File: src/rtl/halton_fsm_stream_nd_if.sv
// halton_fsm_stream_nd_if: control inputs and point stream of the Halton generator.
interface halton_fsm_stream_nd_if #(
    parameter int NUM_DIM = 2,
    parameter int OUT_W   = 32
);
    logic                     clear;
    logic [2*NUM_DIM-1:0]     base_sel;
    logic                     run;
    logic                     out_valid;
    logic                     out_ready;
    logic [NUM_DIM*OUT_W-1:0] out_data;
    logic [OUT_W-1:0]         out_index;
    logic                     busy;
    logic                     wrapped;
    modport master (
        input  clear, base_sel, run, out_ready,
        output out_valid, out_data, out_index, busy, wrapped
    );
    modport slave (
        output clear, base_sel, run, out_ready,
        input  out_valid, out_data, out_index, busy, wrapped
    );
endinterface

File: src/rtl/halton_fsm_stream_nd.sv
// halton_fsm_stream_nd: streaming N-lane Halton generator, per-lane base-b odometer rebuilt digit-serially.
module halton_fsm_stream_nd #(
    parameter int NUM_DIM = 2,
    parameter int OUT_W   = 32,
    parameter int NDIG    = OUT_W
) (
    input logic clk,
    input logic rst,
    halton_fsm_stream_nd_if.master s
);
    localparam int PW = NDIG > 1 ? $clog2(NDIG) : 1;
    typedef enum logic [1:0] {IDLE, INCR, ACCUM, HOLD} state_t;
    state_t state, state_nx;
    logic             run_q;
    logic [PW-1:0]    ptr;
    logic [OUT_W-1:0] index;
    logic [1:0]       code   [NUM_DIM];
    logic [2:0]       bv     [NUM_DIM];
    logic [2:0]       dig    [NUM_DIM][NDIG];
    logic [2:0]       dig_nx [NUM_DIM][NDIG];
    logic [2:0]       dsel   [NUM_DIM];
    logic [OUT_W-1:0] rsel   [NUM_DIM];
    logic [OUT_W-1:0] term   [NUM_DIM];
    logic [OUT_W-1:0] acc    [NUM_DIM];
    logic [OUT_W-1:0] rt     [4][NDIG];
    logic             restart, last, take;
    assign restart = rst || s.clear;
    assign last    = ptr == PW'(NDIG - 1);
    assign take    = s.out_valid && s.out_ready;
    function automatic logic [OUT_W-1:0] r_const(input int b, input int i);
        longint unsigned p;
        longint unsigned full;
        p    = 64'd1;
        full = 64'd1 << OUT_W;
        for (int j = 0; j <= i; j++) begin
            p = p * 64'(b);
            if (p > full) return '0;
        end
        return OUT_W'(full / p);
    endfunction
    // weight table floor(2^OUT_W / b^(i+1)) for each of the four base codes
    for (genvar c = 0; c < 4; c++) begin : g_rt
        for (genvar i = 0; i < NDIG; i++) begin : g_i
            localparam logic [OUT_W-1:0] R = r_const(c == 0 ? 2 : c == 1 ? 3 : c == 2 ? 5 : 7, i);
            assign rt[c][i] = R;
        end
    end
    always_comb begin
        logic c;
        c = 1'b0;
        for (int d = 0; d < NUM_DIM; d++) begin
            bv[d] = code[d] == 2'd0 ? 3'd2 : code[d] == 2'd1 ? 3'd3 : code[d] == 2'd2 ? 3'd5 : 3'd7;
            c = 1'b1;
            for (int j = 0; j < NDIG; j++) begin
                dig_nx[d][j] = (c && dig[d][j] == bv[d] - 3'd1) ? 3'd0 : dig[d][j] + {2'b00, c};
                c = c && dig[d][j] == bv[d] - 3'd1;
            end
            dsel[d] = dig[d][ptr];
            rsel[d] = rt[code[d]][ptr];
            // digits never exceed 6, so three conditional shifted adds replace a multiplier
            term[d] = (dsel[d][0] ? rsel[d] : '0) + (dsel[d][1] ? rsel[d] << 1 : '0)
                    + (dsel[d][2] ? rsel[d] << 2 : '0);
        end
    end
    always_ff @(posedge clk) state <= restart ? IDLE : state_nx;
    always_comb begin
        state_nx = state;
        s.busy   = 1'b0;
        case (state)
            IDLE:    state_nx = run_q ? INCR : IDLE;
            INCR:    begin state_nx = ACCUM; s.busy = 1'b1; end
            ACCUM:   begin state_nx = last ? HOLD : ACCUM; s.busy = 1'b1; end
            default: state_nx = take ? (s.run ? INCR : IDLE) : HOLD;
        endcase
    end
    // run is registered in IDLE only, so the first point lands NDIG+2 edges after run is seen
    always_ff @(posedge clk) begin
        if (restart) begin
            run_q       <= 1'b0;
            ptr         <= '0;
            index       <= '0;
            s.out_valid <= 1'b0;
            s.out_data  <= '0;
            s.out_index <= '0;
            s.wrapped   <= 1'b0;
            for (int d = 0; d < NUM_DIM; d++) begin
                code[d] <= s.base_sel[2*d +: 2];
                acc[d]  <= '0;
                for (int j = 0; j < NDIG; j++) dig[d][j] <= 3'd0;
            end
        end else begin
            run_q <= s.run && state == IDLE;
            if (state == INCR) begin
                index <= index + 1'b1;
                ptr   <= '0;
                if (&index) s.wrapped <= 1'b1;
                for (int d = 0; d < NUM_DIM; d++) begin
                    acc[d] <= '0;
                    for (int j = 0; j < NDIG; j++) dig[d][j] <= dig_nx[d][j];
                end
            end
            if (state == ACCUM) begin
                ptr <= ptr + 1'b1;
                for (int d = 0; d < NUM_DIM; d++) acc[d] <= acc[d] + term[d];
                if (last) begin
                    s.out_valid <= 1'b1;
                    s.out_index <= index;
                    for (int d = 0; d < NUM_DIM; d++) s.out_data[d*OUT_W +: OUT_W] <= acc[d] + term[d];
                end
            end
            if (state == HOLD && take) s.out_valid <= 1'b0;
        end
    end
endmodule

File: src/flat_wrapper.sv
// flat-port wrapper written by rule: the top's interface ports become plain ports
module halton_fsm_stream_nd_flat 
#(
    parameter int NUM_DIM = 2,
    parameter int OUT_W   = 32,
    parameter int NDIG    = OUT_W
)
  (clk, rst, s_clear, s_base_sel, s_run, s_out_ready, s_out_valid, s_out_data, s_out_index, s_busy, s_wrapped);
  halton_fsm_stream_nd_if #(.NUM_DIM(NUM_DIM), .OUT_W(OUT_W)) s_i ();
  input logic clk;
  input logic rst;
  input wire logic [$bits(s_i.clear)-1:0] s_clear;
  input wire logic [$bits(s_i.base_sel)-1:0] s_base_sel;
  input wire logic [$bits(s_i.run)-1:0] s_run;
  input wire logic [$bits(s_i.out_ready)-1:0] s_out_ready;
  output wire logic [$bits(s_i.out_valid)-1:0] s_out_valid;
  output wire logic [$bits(s_i.out_data)-1:0] s_out_data;
  output wire logic [$bits(s_i.out_index)-1:0] s_out_index;
  output wire logic [$bits(s_i.busy)-1:0] s_busy;
  output wire logic [$bits(s_i.wrapped)-1:0] s_wrapped;
  assign s_i.clear = s_clear;
  assign s_i.base_sel = s_base_sel;
  assign s_i.run = s_run;
  assign s_i.out_ready = s_out_ready;
  assign s_out_valid = s_i.out_valid;
  assign s_out_data = s_i.out_data;
  assign s_out_index = s_i.out_index;
  assign s_busy = s_i.busy;
  assign s_wrapped = s_i.wrapped;
  halton_fsm_stream_nd #(.NUM_DIM(NUM_DIM), .OUT_W(OUT_W), .NDIG(NDIG)) u_core (.clk(clk), .rst(rst), .s(s_i));
endmodule
File: config.mk
export PLATFORM = sky130hd
export DESIGN_NAME = halton_fsm_stream_nd_flat
export DESIGN_NICKNAME = d
export VERILOG_FILES = /design/src/rtl/halton_fsm_stream_nd_if.sv /design/src/rtl/halton_fsm_stream_nd.sv /design/src/flat_wrapper.sv
export SDC_FILE = /design/constraint.sdc
export NUM_CORES = 2
export LEC_CHECK = 0
export ABC_AREA = 1
export CAP_MARGIN = 10
export CORE_ASPECT_RATIO = 1.4
export CORE_MARGIN = 1.5
export CORE_UTILIZATION = 25
export CTS_CLUSTER_DIAMETER = 200
export DETAILED_ROUTE_END_ITERATION = 8
export SYNTH_ARGS = -nofsm -noshare
export SYNTH_HDL_FRONTEND = slang
export SYNTH_SLANG_ARGS = --single-unit
File: constraint.sdc
create_clock -name clk -period 9.73 [get_ports clk]
set_input_delay 1.946 -clock clk [delete_from_list [all_inputs] [get_ports clk]]
set_output_delay 1.946 -clock clk [all_outputs]
set_load 0.01 [all_outputs]
# Yosys cells after proc, flatten, opt, wreduce, memory -nomap -nowiden
# Memory sizes are Yosys's and may differ from the RTL's.
# Index checks and enable logic that the tools add are counted.
# Widths: inputs -> output; s select.
# op_classes
magnitude_cmp,3
n_eq_ne,72
n_reduce_logical,74
bitwise_logic,71
n_mux,178
n_addsub,74
# ops
op,n
$bmux 1024 s2,2
$mux 1024,4
$mux 32,14
$mux 3,136
$bmux 32 s5,2
$add 32x32->32,6
$eq 3x3->1,64
$add 3x1->3,62
$or 1x1->1,68
$logic_and 1x1->1,65
$reduce_and 33->1,1
$add 32x1->32 const B,1
$bmux 3 s5,2
$mux 1,12
$mux 5,2
$eq 2x2->1 const B,4
$add 3x1->3 const B,2
$eq 2x1->1 const B,3
$ge 3x3->1 const B,2
$ge 6x6->1 const B,1
$logic_not 2->1,3
$mux 2,3
$not 2->3,2
$not 5->6,1
8 further kinds,10
# totals
reg_bits,138
mem_count,3
ramBits,260
# mem_list
memory,depth,word_bits,rd,rd_clocked_by_memory_dff,write_ports,line_no,rtl
u_core.dig,2,96,2,0,2,halton_fsm_stream_nd.sv:19,logic [2:0] dig [NUM_DIM][NDIG];
u_core.acc,2,32,2,0,2,halton_fsm_stream_nd.sv:24,logic [OUT_W-1:0] acc [NUM_DIM];
u_core.code,2,2,2,0,2,halton_fsm_stream_nd.sv:17,logic [1:0] code [NUM_DIM];

# Depth between registers and ports, before layout
# An unclocked memory read counts as a cell.
# logic_depth
depth_word,40
ltp_mapped,49

# Worst setup path after synthesis
# No wires, ideal clock.
# synth_path
path_kind,register -> register
startpoint,mem u_core.code[0][0]
endpoint,"mem u_core.acc[0][30], data pin"
t_required_ps,9461
period_less_slack_ps,8093
arrival_time_ps,7824
path_slack_ps,1637
path_buffers,12
stages_incl_launch_ff,46
cell_sequence,edfxtp_1 > buf_4 > inv_2 > buf_2 > buf_2 > buf_2 > clkbuf_1 > clkbuf_1 > ha_1 > buf_6 > inv_2 > buf_4 > buf_2 > buf_1 > buf_1 > clkbuf_1 > nor2_1 > inv_1 > [10 not listed] > nand2_1 > o211ai_1 > a21boi_0 > inv_1 > nand2_1 > o211ai_1 > a21boi_0 > o21ai_0 > nand2_1 > nand2_1 > a21boi_0 > o21ai_0 > a21boi_0 > nor2_1 > o21ai_0 > nand2_1 > nand2_1 > a21oi_1
# synth_lines
element,line_no
start: declaration,halton_fsm_stream_nd.sv:17
end: declaration,halton_fsm_stream_nd.sv:24

==> flow_summary.yaml <==
clock_network:
  cts_made_buffers: 42
  cts_tree: "built"
  ctsHoldBuffers: 0
  worst_skew_pair.late_latency_ns: 0.62
  htreeDepth: 2
  clock_path_buffers: 3
  cts_sinks: 398
  cts-root-buf: "clkbuf_16"
  cts_setup_buffers: 0
  path_clk_slew_ns: 0.07
  cts_resized: 0
power:
  leakagePower_uw: 0.0150
  p_per_area_nw_per_um2: 125
  ir_drop_uv: 127
job:
  maxCapViolCount: 0
global_routing:
  first_global_vias: 26423
  antenna_found_initial: 1
  grt_pass1_wl_um: 148000
  grt_usage_pct: 14.7
  grt_max_degree: 104
  grt.overflow.total: 0
synthesis:
  yosys.area.top_type_share_pct: 25.5
  syn-cell-area_um2: 30600
  synth_top_flop_cell: "edfxtp_1"
  ys_types: 63
  ys_seq_area_share_pct: 34.5
  ys_seq_elements: 398
  syn_avg_cell_area_um2: 7.89
  synth_cells: 3881
  ys_warn_count: 0
  yosys.area.top_type: "edfxtp_1"
  synth-edff-count: 260
  postSynthNetCount: 4186
  async_flop_share_pct: 0
  synth.area.top_cells: "edfxtp_1 25%, dfxtp_1 9.0%, nand2_1 8.7%"
placed_design:
  dp_hpwl_um: 68000
  port_buffers: 107
  gp_congestion: 0.953
  dpl_worst_slack_ns: 1.68
timing:
  fmaxAchievable_ghz: 0.123
  relSlewSlack_pct: 12.1
  fin_crit_ns: 8.15
  hold_viol: 0
  timing.final.max_slew_violations: 0
  finalCritPeriodShare_pct: 83.8
  finalSetupViolCount: 0
  tns_ns: 0
  rsz0062_at_grt: "false"
  worstMarginPinSlew_ns: 1.32
  fin_hold_ws_ns: 0.455
  skew_ns: 0.0388
  finalWorstSetupSlack_ns: 1.58
floorplan:
  dieArea_um2: 125000
  die_x_um: 299
  pin_count: 108
  start_util_pct: 25.3
  die_h_um: 417
  row_count: 151
  core_um2: 121000
final_layout:
  multi_input_area_um2: 17200
  fin_nets: 4214
  seq_area_um2: 10600
  final_layout_size_suffix_gt1_share_pct: 4.82
  utilization_pct: 28.8
  antennaDiodeCount: 0
  fill_cells: 13000
  area_growth_syn_to_layout_pct: 14.0
critical_path:
  crit_path_start_kind: "flip-flop"
  critPathKind: "reg2reg"
  endpoint: "u_core.acc[0][62]"
  cp_num_cells: 31
  reg2reg_to: "u_core.acc[0][62]"
  critPathMaxStageDelay_ns: 0.55
  rrSetupSlack_ns: 1.58
  crit_slowest_cell: "inv_1"
  path_delay_family: "compound AO/OA/AOI/OAI gates"
  end_kind: "flip-flop"
  crit_top_cell: "nand2_1"
  startpoint: "u_core.ptr[2]"
  cp.arrival_ns: 8.48
  cp.required_ns: 10.05
  critPathBufInv: 4
  worst-path-max-fanout: 47
  rr_worst_depth: 31
  worstReg2RegStart: "u_core.ptr[2]"
route:
  drcViolationCount: 0
  wl_per_cell_um: 16.7
  antenna_left: 0
  dr.pass1.iters: 5
  via_count: 26377
  via_per_inst: 4.75
  drtIter0Drc: 1902
  finalWirelength_um: 92800
outcome:
  status: "finished, final reports clean"
worst_hold_path:
  hp-class: "reg2reg"
cells in the mapped netlist, drive strengths merged, types with 4 or more instances:
cell type,instances
nor3b,15
nand2,712
xor2,108
inv,582
o21ai,272
o21a,6
o31ai,6
edfxtp,260
a21oi,233
nand4,26
fa,120
nand3,68
nor2,552
a22oi,8
ha,176
a32oi,10
o221ai,16
a21boi,8
a31oi,18
nor3,68
o2111ai,6
a221oi,14
o311ai,4
o21bai,4
dfxtp,138
a2111oi,34
a32o,6
o211ai,69
buf,48
o22ai,30
xnor2,105
clkbuf,127
a211oi,9
tightest hold or removal path, delay by kind of cell (launching register included):
kind,cells,cell delay (ns)
buf+inv,1,0.05
compound gates,1,0.05
flops,1,0.31
cell families after synthesis:
group | Yosys count | share of synthesized area, %
xor gates and xnor gates | 213 | 6.11
buffers and inverters | 760 | 9.51
and+or+nand+nor | 1449 | 19.9
AOI/OAI and AO/OA | 765 | 14.9
DFF | 398 | 34.5
adders and majority gates | 296 | 15.0
layer usage:
layer	wire length (µm)	share of wire [%]	GRT usage (%)
met1	36500	39	16.8
met2	47300	51	26.6
met3	4010	4.3	1.96
met4	5070	5.5	7.79
met5	11	0.012	0
cell usage in the layout, fill, tap and decap left out, drive strengths merged, types with 6 or more instances in the layout:
cell | Yosys | routed
nand4 | 26 | 26
nor2 | 552 | 552
o221ai | 16 | 16
nand2 | 712 | 712
o22ai | 30 | 30
dfxtp | 138 | 138
a32o | 6 | 6
clkbuf | 127 | 66
a22oi | 8 | 8
a221oi | 14 | 14
xnor2 | 105 | 105
a32oi | 10 | 10
clkdlybuf4s50 | 0 | 107
buf | 48 | 51
ha | 176 | 176
a2111oi | 34 | 34
o21ai | 272 | 272
o21a | 6 | 6
nor3b | 15 | 15
fa | 120 | 120
edfxtp | 260 | 260
o2111ai | 6 | 6
a21oi | 233 | 233
a31oi | 18 | 18
a211oi | 9 | 9
o31ai | 6 | 6
clkinv | 3 | 9
nand3 | 68 | 68
nor3 | 68 | 68
o211ai | 69 | 69
xor2 | 108 | 108
a21boi | 8 | 8
inv | 582 | 586
where the power goes:
group / leakage [µW] / internal (µW) / total [µW] / switching (µW)
Combinational: 0.0102 / 243 / 736 / 493
Clock: 0.000710 / 978 / 1720 / 742
Sequential: 0.00401 / 1850 / 1900 / 55.1
Total: 0.0150 / 3070 / 4360 / 1290
state kept, by name, summed over array words and instances (netlist names):
signal              cells
u_core.ptr              5
u_core.state            2
u_core.s.wrapped        1
u_core.s.out_valid      1
u_core.acc             64
u_core.s.out_data      64
u_core.index           32
u_core.dig            192
u_core.code             4
u_core.run_q            1
u_core.s.out_index     32
how the worst min path moves through the flow:
stage | endpoint | slack (ns) | depth (start not counted) | startpoint
final | u_core.s.wrapped | 0.45 | 2 | u_core.s.wrapped
after global routing | u_core.s.wrapped | 0.49 | 2 | u_core.s.wrapped
after CTS | u_core.s.wrapped | 0.46 | 2 | u_core.s.wrapped
after detailed placement | u_core.s.wrapped | 0.45 | 2 | u_core.s.wrapped
after global placement | u_core.s.wrapped | 0.45 | 2 | u_core.s.wrapped
after floorplan | u_core.index[23] | 0.44 | 1 | u_core.index[23]
stage by stage:
stage	cell area (µm²)	power, µW	std cells
after floorplan	30600	2470	3881
after global placement	33500	2670	5470
after detailed placement	33500	2670	5470
after CTS	34900	4420	5547
after global routing	34900	4560	5548
final	34900	4360	5548
area by class of cell:
| cell class | count | share of cell area [%] |
|---|---|---|
| Sequential cell | 398 | 30.3 |
| Inverter | 585 | 6.30 |
| Tap cell | 1606 | 5.76 |
| Clock buffer | 65 | 3.82 |
| Multi-Input combinational cell | 2723 | 49.3 |
| Timing Repair Buffer | 159 | 4.25 |
| Clock inverter | 12 | 0.301 |
No activity file was read; power rests on OpenSTA's default activity.
